===== src/rtl/poly_eval_pkg.sv =====
// Shared definitions for the polynomial evaluation engine: FSM states,
// ALU operations, default width and field positions in the packed operand bus.
package poly_eval_pkg;

    localparam int DEFAULT_WIDTH = 8;

    // Field index within the packed {a, b, c, x} bus, in units of WIDTH bits
    localparam int FIELD_X = 0;
    localparam int FIELD_C = 1;
    localparam int FIELD_B = 2;
    localparam int FIELD_A = 3;

    typedef enum logic [2:0] {
        IDLE = 3'd0,
        MUL1 = 3'd1,
        ADD1 = 3'd2,
        MUL2 = 3'd3,
        ADD2 = 3'd4,
        DONE = 3'd5
    } state_t;

    typedef enum logic {
        ALU_ADD = 1'b0,
        ALU_MUL = 1'b1
    } alu_op_t;

endpackage


===== src/rtl/poly_alu.sv =====
// Combinational add/multiply unit; results wrap modulo 2^WIDTH.
module poly_alu
    import poly_eval_pkg::*;
#(
    parameter int WIDTH = DEFAULT_WIDTH
) (
    input  logic [WIDTH-1:0] opa,
    input  logic [WIDTH-1:0] opb,
    input  alu_op_t          op,
    output logic [WIDTH-1:0] y
);

    always_comb begin
        y = opa + opb;
        if (op == ALU_MUL) begin
            y = opa * opb;
        end
    end

endmodule


===== src/rtl/poly_eval_arbiter.sv =====
// Two-requester round-robin front end sharing one ALU that evaluates
// a*x^2 + b*x + c by Horner's method, one ALU operation per cycle.
module poly_eval_arbiter
    import poly_eval_pkg::*;
#(
    parameter int WIDTH = DEFAULT_WIDTH
) (
    input  logic               clk,
    input  logic               reset,
    input  logic [1:0]         req,
    input  logic [4*WIDTH-1:0] opnd0,
    input  logic [4*WIDTH-1:0] opnd1,
    output logic [1:0]         grant,
    output logic               busy,
    output logic [1:0]         done,
    output logic [WIDTH-1:0]   result
);

    state_t             state_reg, state_next;
    logic [1:0]         grant_reg;
    logic               ptr_reg;
    logic [WIDTH-1:0]   a_reg, b_reg, c_reg, x_reg;
    logic [WIDTH-1:0]   acc_reg, result_reg;

    logic               win_idx;
    logic [1:0]         win_onehot;
    logic [4*WIDTH-1:0] opnd_sel;
    alu_op_t            alu_op;
    logic [WIDTH-1:0]   alu_a, alu_b, alu_y;

    // Contention goes to the pointer; a lone request always wins
    always_comb begin
        win_idx = req[1];
        if (req == 2'b11) begin
            win_idx = ptr_reg;
        end
        win_onehot = win_idx ? 2'b10 : 2'b01;
        opnd_sel   = win_idx ? opnd1 : opnd0;
    end

    always_ff @(posedge clk or posedge reset) begin
        if (reset) begin
            state_reg <= IDLE;
        end else begin
            state_reg <= state_next;
        end
    end

    always_comb begin
        state_next = state_reg;
        alu_op     = ALU_ADD;
        alu_a      = acc_reg;
        alu_b      = b_reg;
        case (state_reg)
            IDLE: if (|req) state_next = MUL1;
            MUL1: begin
                alu_op     = ALU_MUL;
                alu_a      = a_reg;
                alu_b      = x_reg;
                state_next = ADD1;
            end
            ADD1: state_next = MUL2;
            MUL2: begin
                alu_op     = ALU_MUL;
                alu_b      = x_reg;
                state_next = ADD2;
            end
            ADD2: begin
                alu_b      = c_reg;
                state_next = DONE;
            end
            DONE:    state_next = IDLE;
            default: state_next = IDLE;
        endcase
    end

    poly_alu #(.WIDTH(WIDTH)) u_alu (
        .opa (alu_a),
        .opb (alu_b),
        .op  (alu_op),
        .y   (alu_y)
    );

    always_ff @(posedge clk or posedge reset) begin
        if (reset) begin
            grant_reg  <= '0;
            ptr_reg    <= 1'b0;
            a_reg      <= '0;
            b_reg      <= '0;
            c_reg      <= '0;
            x_reg      <= '0;
            acc_reg    <= '0;
            result_reg <= '0;
        end else begin
            case (state_reg)
                IDLE: if (|req) begin
                    grant_reg <= win_onehot;
                    ptr_reg   <= ~win_idx;
                    a_reg     <= opnd_sel[FIELD_A*WIDTH +: WIDTH];
                    b_reg     <= opnd_sel[FIELD_B*WIDTH +: WIDTH];
                    c_reg     <= opnd_sel[FIELD_C*WIDTH +: WIDTH];
                    x_reg     <= opnd_sel[FIELD_X*WIDTH +: WIDTH];
                end
                MUL1, ADD1, MUL2: acc_reg <= alu_y;
                ADD2:    result_reg <= alu_y;
                DONE:    grant_reg  <= '0;
                default: ;
            endcase
        end
    end

    assign grant  = grant_reg;
    assign busy   = (state_reg != IDLE);
    assign result = result_reg;

    for (genvar gi = 0; gi < 2; gi++) begin : g_done
        assign done[gi] = (state_reg == DONE) && grant_reg[gi];
    end

endmodule


===== config.mk =====
export PLATFORM = sky130hd
export DESIGN_NAME = poly_eval_arbiter
export DESIGN_NICKNAME = d
export VERILOG_FILES = /design/src/rtl/poly_eval_pkg.sv /design/src/rtl/poly_alu.sv /design/src/rtl/poly_eval_arbiter.sv
export SDC_FILE = /design/constraint.sdc
export NUM_CORES = 1
export LEC_CHECK = 0
export CORE_UTILIZATION = 30
export DETAILED_ROUTE_END_ITERATION = 10
export PLACE_DENSITY = 0.61
export SETUP_SLACK_MARGIN = 0.05
export SYNTH_ARGS = -nofsm -noshare
export SYNTH_HDL_FRONTEND = slang
export SYNTH_SLANG_ARGS = --single-unit
export TNS_END_PERCENT = 5

===== constraint.sdc =====
create_clock -name clk -period 9.5 [get_ports clk]
set_clock_uncertainty 0.1 [all_clocks]
set_input_delay 0.95 -clock clk [delete_from_list [all_inputs] [get_ports clk]]
set_output_delay 0.95 -clock clk [all_outputs]
set_load 0.02 [all_outputs]

# Word level (Yosys, flattened, before mapping)
# Index checks and enable logic that the tools add are counted.
[totals]
ff_bits = 54
input_bits = 68
word_cells = 40
[classes]
addsub = 1
mul = 1
eq_ne = 7
muxes = 11
bitwise_logic = 1
n_reduce_logical = 10
[op_table]
columns = ["operator", "count"]
rows = [
  ["$mux 32", 1],
  ["$mux 8", 2],
  ["$pmux 8 s2", 1],
  ["$pmux 3 s5", 1],
  ["$add 8x8->8", 1],
  ["$mul 8x8->8", 1],
  ["$eq 3x2->1 const B", 2],
  ["$eq 3x3->1 const B", 2],
  ["$mux 2", 2],
  ["$pmux 2 s2", 1],
  ["$reduce_and 2->1", 2],
  ["$reduce_or 2->1", 2],
  ["$eq 3x1->1 const B", 1],
  ["$logic_not 3->1", 1],
  ["$mux 3", 1],
  ["$reduce_bool 3->1", 1],
  ["$reduce_or 3->1", 1],
  ["$eq 2x2->1 const B", 1],
  ["$logic_and 1x1->1", 2],
  ["$mux 1", 2],
  ["$ne 2x2->1 const B", 1],
  ["$reduce_bool 2->1", 1],
  ["$not 1->1", 1],
]

# Longest topological paths before layout
[depth]
depth_word = 5
depth_mapped = 22

# Modules after synthesis
# From an unflattened synthesis, not the netlist that was laid out.
[hier_totals]
hier_cells = 458
area_unflattened_um2 = 4357.9
[by_module_without_submodules]
columns = ["module", "n_inst", "cells_per_inst", "area_each_um2", "seq_area_each_um2"]
rows = [
  ["poly_eval_arbiter", 1, 300, 3116.7, 1351.3],
  ["poly_alu", 1, 158, 1241.2, 0.0],
]

# Worst setup path after synthesis
# Ideal clock, no wire load.
[synth_path]
path_type = "reg-to-reg"
startpoint = "reg state_reg[2]"
endpoint = "reg acc_reg[7]"
setup_ns = 0.131
t_arrival_ns = 4.570
setup_slack_ns = 4.699
stages_incl_launch_ff = 21
period_less_slack_ns = 4.801
path_cell_list = "dfrtp_1 buf_2 buf_2 clkbuf_1 a21oi_1 ha_1 inv_1 fa_1 inv_1 fa_1 ha_1 inv_1 fa_1 inv_1 ha_1 a21o_1 a21oi_1 xnor2_1 xnor3_1 xnor3_1 o21ai_1"
[synth_between]
elab_chain_cells = 5
word_cells_on_any_way = 12
cone_classes = "add/sub: 1; mul: 1; eq/ne: 4; mux: 4; reduce/logical: 2"
[synth_lines]
columns = ["element", "line", "text"]
rows = [
  ["start, declared", "poly_eval_arbiter.sv:19", "state_t state_reg, state_next;"],
  ["start signal, assigned", "poly_eval_arbiter.sv:45", "state_reg <= state_next;"],
  ["$eq 3x2->1 / $eq 3x1->1 (equally long branches)", "poly_eval_arbiter.sv:54, poly_eval_arbiter.sv:95", ""],
  ["$reduce_or 2->1 (no line)", "n/a", ""],
  ["$pmux 8 s2", "poly_eval_arbiter.sv:54", "case (state_reg)"],
  ["$mul 8x8->8 / $add 8x8->8 (equally long branches)", "poly_alu.sv:16, poly_alu.sv:14", ""],
  ["$mux 8", "poly_alu.sv:15", "if (op == ALU_MUL) begin"],
  ["end signal, assigned", "poly_eval_arbiter.sv:104", "MUL1, ADD1, MUL2: acc_reg <= alu_y;"],
  ["end, declared", "poly_eval_arbiter.sv:23", "logic [WIDTH-1:0] acc_reg, result_reg;"],
]
# Several ways; a longest one is shown, not always the timed one.
# A chain may end at the register's enable or synchronous reset.

# Worst setup path in the final report
[layout_path]
startpoint = "reg state_reg[0]"
endpoint = "reg acc_reg[7]"
# Same word-level chain as after synthesis.

==> impl_results.md <==
* Buffer depth of the longest clock path at 2
* Yosys warning total at 0
* Relative slew slack at 22.4%
* Sequential fraction of the synthesis area at 34.1%
* Synth area leader: dfrtp_1
* Multiplexer area fraction after synthesis at 12.7%
* Boundary Pins at 81
* Gpl congestion at 0.903
* DRC Markers at 0
* WL/cell at 14.6 um
* Fin. max-slew vios at 0
* Hold WC Path Type: register to register
* Die Footprint at 13700 um2
* Via count at 3158
* Hold Fails Final Rpt at 0
* Ys async rst share at 100%
* Initial DRC count at 132
* Critical path class: register to register
* Placement row count at 41
* GR Util All Layers at 15.2%
* Post-DP HPWL at 8.00 mm
* First drt pass iteration count at 4
* FILL cells at 1337
* Status: finished, final reports clean
* Final period util at 62.4%
* Adder-Cell Fraction of Synth Area at 13.8%
* Pin count of the biggest net entering global routing at 65
* Synth Register Bits at 54
* Critical path data required time at 9.56 ns
* Initial antenna violation count at 0
* Register area at 1350 um2
* CTS sink cnt at 54
* Hold buffer count at CTS at 0
* Least-Margin Pin Slew at 1.16 ns
* Post-Synthesis Cells at 436
* Worst EP arrival at 5.98 ns
* Area share of the largest cell type after synthesis at 34.1%
* Synth area leaders: dfrtp_1 (34%), mux2i_1 (11%), ha_1 (7.3%)
* Final #Nets at 609
* RSZ-0062 raised after global routing: false
* CTS Root Cell: clkbuf_16
* Die extent in x at 117 um
* Final min period at 5.92 ns
* Hold Crit Depth at 2
* Die H at 117 um
* CORE AREA at 12800 um2
* Final instance area at 5070 um2
* Worst-path clk slew at 0.08 ns
* Mapped cell area at 3970 um2
* Crit. End Element: register
* Worst R2R Path Depth at 19
* Simple-Gate Fraction of Synth Area at 13.2%
* TritonCTS Buffers at 5
* Synth-to-Final Area Change at 27.7%
* First-pass GRT wire length at 15.7 mm
* Grt ovf at 0
* Effective utilization at floorplan at 31.1%
* Total negative slack at 0 ns
* Mean Syn Cell Area at 9.10 um2
* Worst-Skew Late Latency at 0.30 ns
* Post-Syn Nets at 540
* Xor-xnor portion of the synthesized cell area at 4.89%
* Vias in the first global route at 3051
* Port Buffers at 80
* Top FF cell, synth: dfrtp_1
* Number of synthesized flops with an enable pin at 0
* Placed cell area at 4910 um2
* Compound-Gate Fraction of Synth Area at 14.5%
* Final setup viols at 0
* Worst Setup Start Kind: register
* Share of layout cells above drive strength 1 at 5.53%
* Antenna fix cells at 0
* CTS tree: built
* Final wirelength at 9.89 mm
* Avg Vias per Cell at 4.66
* Max Cap Viol at 0
* Top-count cell post-synth: nor2_1
* Largest family of logic cells by synthesized area: compound AO/OA/AOI/OAI gates
* Peak fanout along the critical path at 23
* Post CTS Setup Buffer Count at 0
* ANT nets after route at 0
* Netlist cell types at 44
* H-tree levels at 2
* Area of the multi-input gates at 2360 um2
* Post-cts resize count at 0
* F_max at 0.169 GHz
* Cell types with the highest counts after synthesis: nor2_1 (62), dfrtp_1 (54), a21oi_1 (48)
cells by family (layout without fill, tap and decap cells):
| kind of cell | after synthesis | in the layout |
|---|---|---|
| AO/OA/AOI/OAI | 95 | 95 |
| XOR/XNOR | 19 | 19 |
| adder cells (fa/ha/maj) | 36 | 36 |
| buffers and inverters | 65 | 135 |
| flip-flops | 54 | 54 |
| multiplexers | 49 | 49 |
| AND/OR/NAND/NOR | 118 | 118 |
worst paths after layout:
kind	to	slack, ns	from
max	acc_reg[7]	3.58	state_reg[0]
min	result[6]	0.39	result[6]
max reg2reg	acc_reg[7]	3.58	state_reg[0]
min reg2reg	result[6]	0.39	result[6]
max in group asynchronous	a_reg[0]	7.79	reset
min in group asynchronous	grant[1]	1.05	reset
stage by stage:
step           std cells  setup WS [ns]  hold slack (ns)  util [%]
3_5_place_dp         670           3.64            0.377      38.5
4_1_cts              678           3.62            0.394      39.7
3_3_place_gp         670           3.77            0.370      38.5
6_report             678           3.58            0.387      39.7
2_1_floorplan        436           4.70            0.365         -
5_1_grt              678           3.20            0.405      39.7
area by class of cell:
| class | count | area share [%] |
|---|---|---|
| clock inverter | 3 | 0.519 |
| tap | 172 | 4.25 |
| timing repair buffer | 83 | 16.3 |
| clock buffer | 5 | 2.47 |
| multi-input combinational | 317 | 46.6 |
| inverter | 44 | 3.26 |
| sequential | 54 | 26.7 |
cell usage in the layout, fill, tap and decap left out, types with 2 or more instances in the layout:
cell             count
clkbuf_16            5
buf_4                3
and2_1               4
o21ai_1              2
or3_1                4
a21oi_1             48
a21oi_2              2
nand3_1              2
o21a_1               4
mux2i_1             44
dfrtp_1             54
xnor3_1              2
fa_1                13
clkdlybuf4s50_1     80
inv_6                2
a21o_1               5
nor2b_1              9
nand2_1             27
xnor2_1             14
a211oi_1             7
ha_1                23
xor2_1               3
o21ai_0             18
a221oi_2             2
nand2b_1             3
nor2_1              61
inv_1               42
mux2_2               3
critical path: stages, from the launching register on:
cell	delay (ns)
dfrtp_1	0.78
nor3b_2	0.78
mux2i_1	0.50
inv_1	0.15
ha_1	0.26
inv_1	0.09
fa_1	0.17
inv_1	0.05
fa_1	0.47
ha_1	0.30
inv_1	0.05
fa_1	0.53
inv_1	0.04
ha_1	0.32
a21o_1	0.19
a21oi_1	0.16
xnor2_1	0.19
xnor3_1	0.37
xnor3_1	0.21
o21ai_1	0.06
metal layers:
layer  GRT usage [%]  routed length [um]  up-vias
met5               0                   0        -
met4            3.04                  63        0
met3            2.63                 348        6
met2            26.8                5120       60
met1            19.5                4350     1504
li1                -                   -     1588
Power is not shown: default switching activity piles up to over one toggle a cycle in this logic, so the estimate is an artifact.
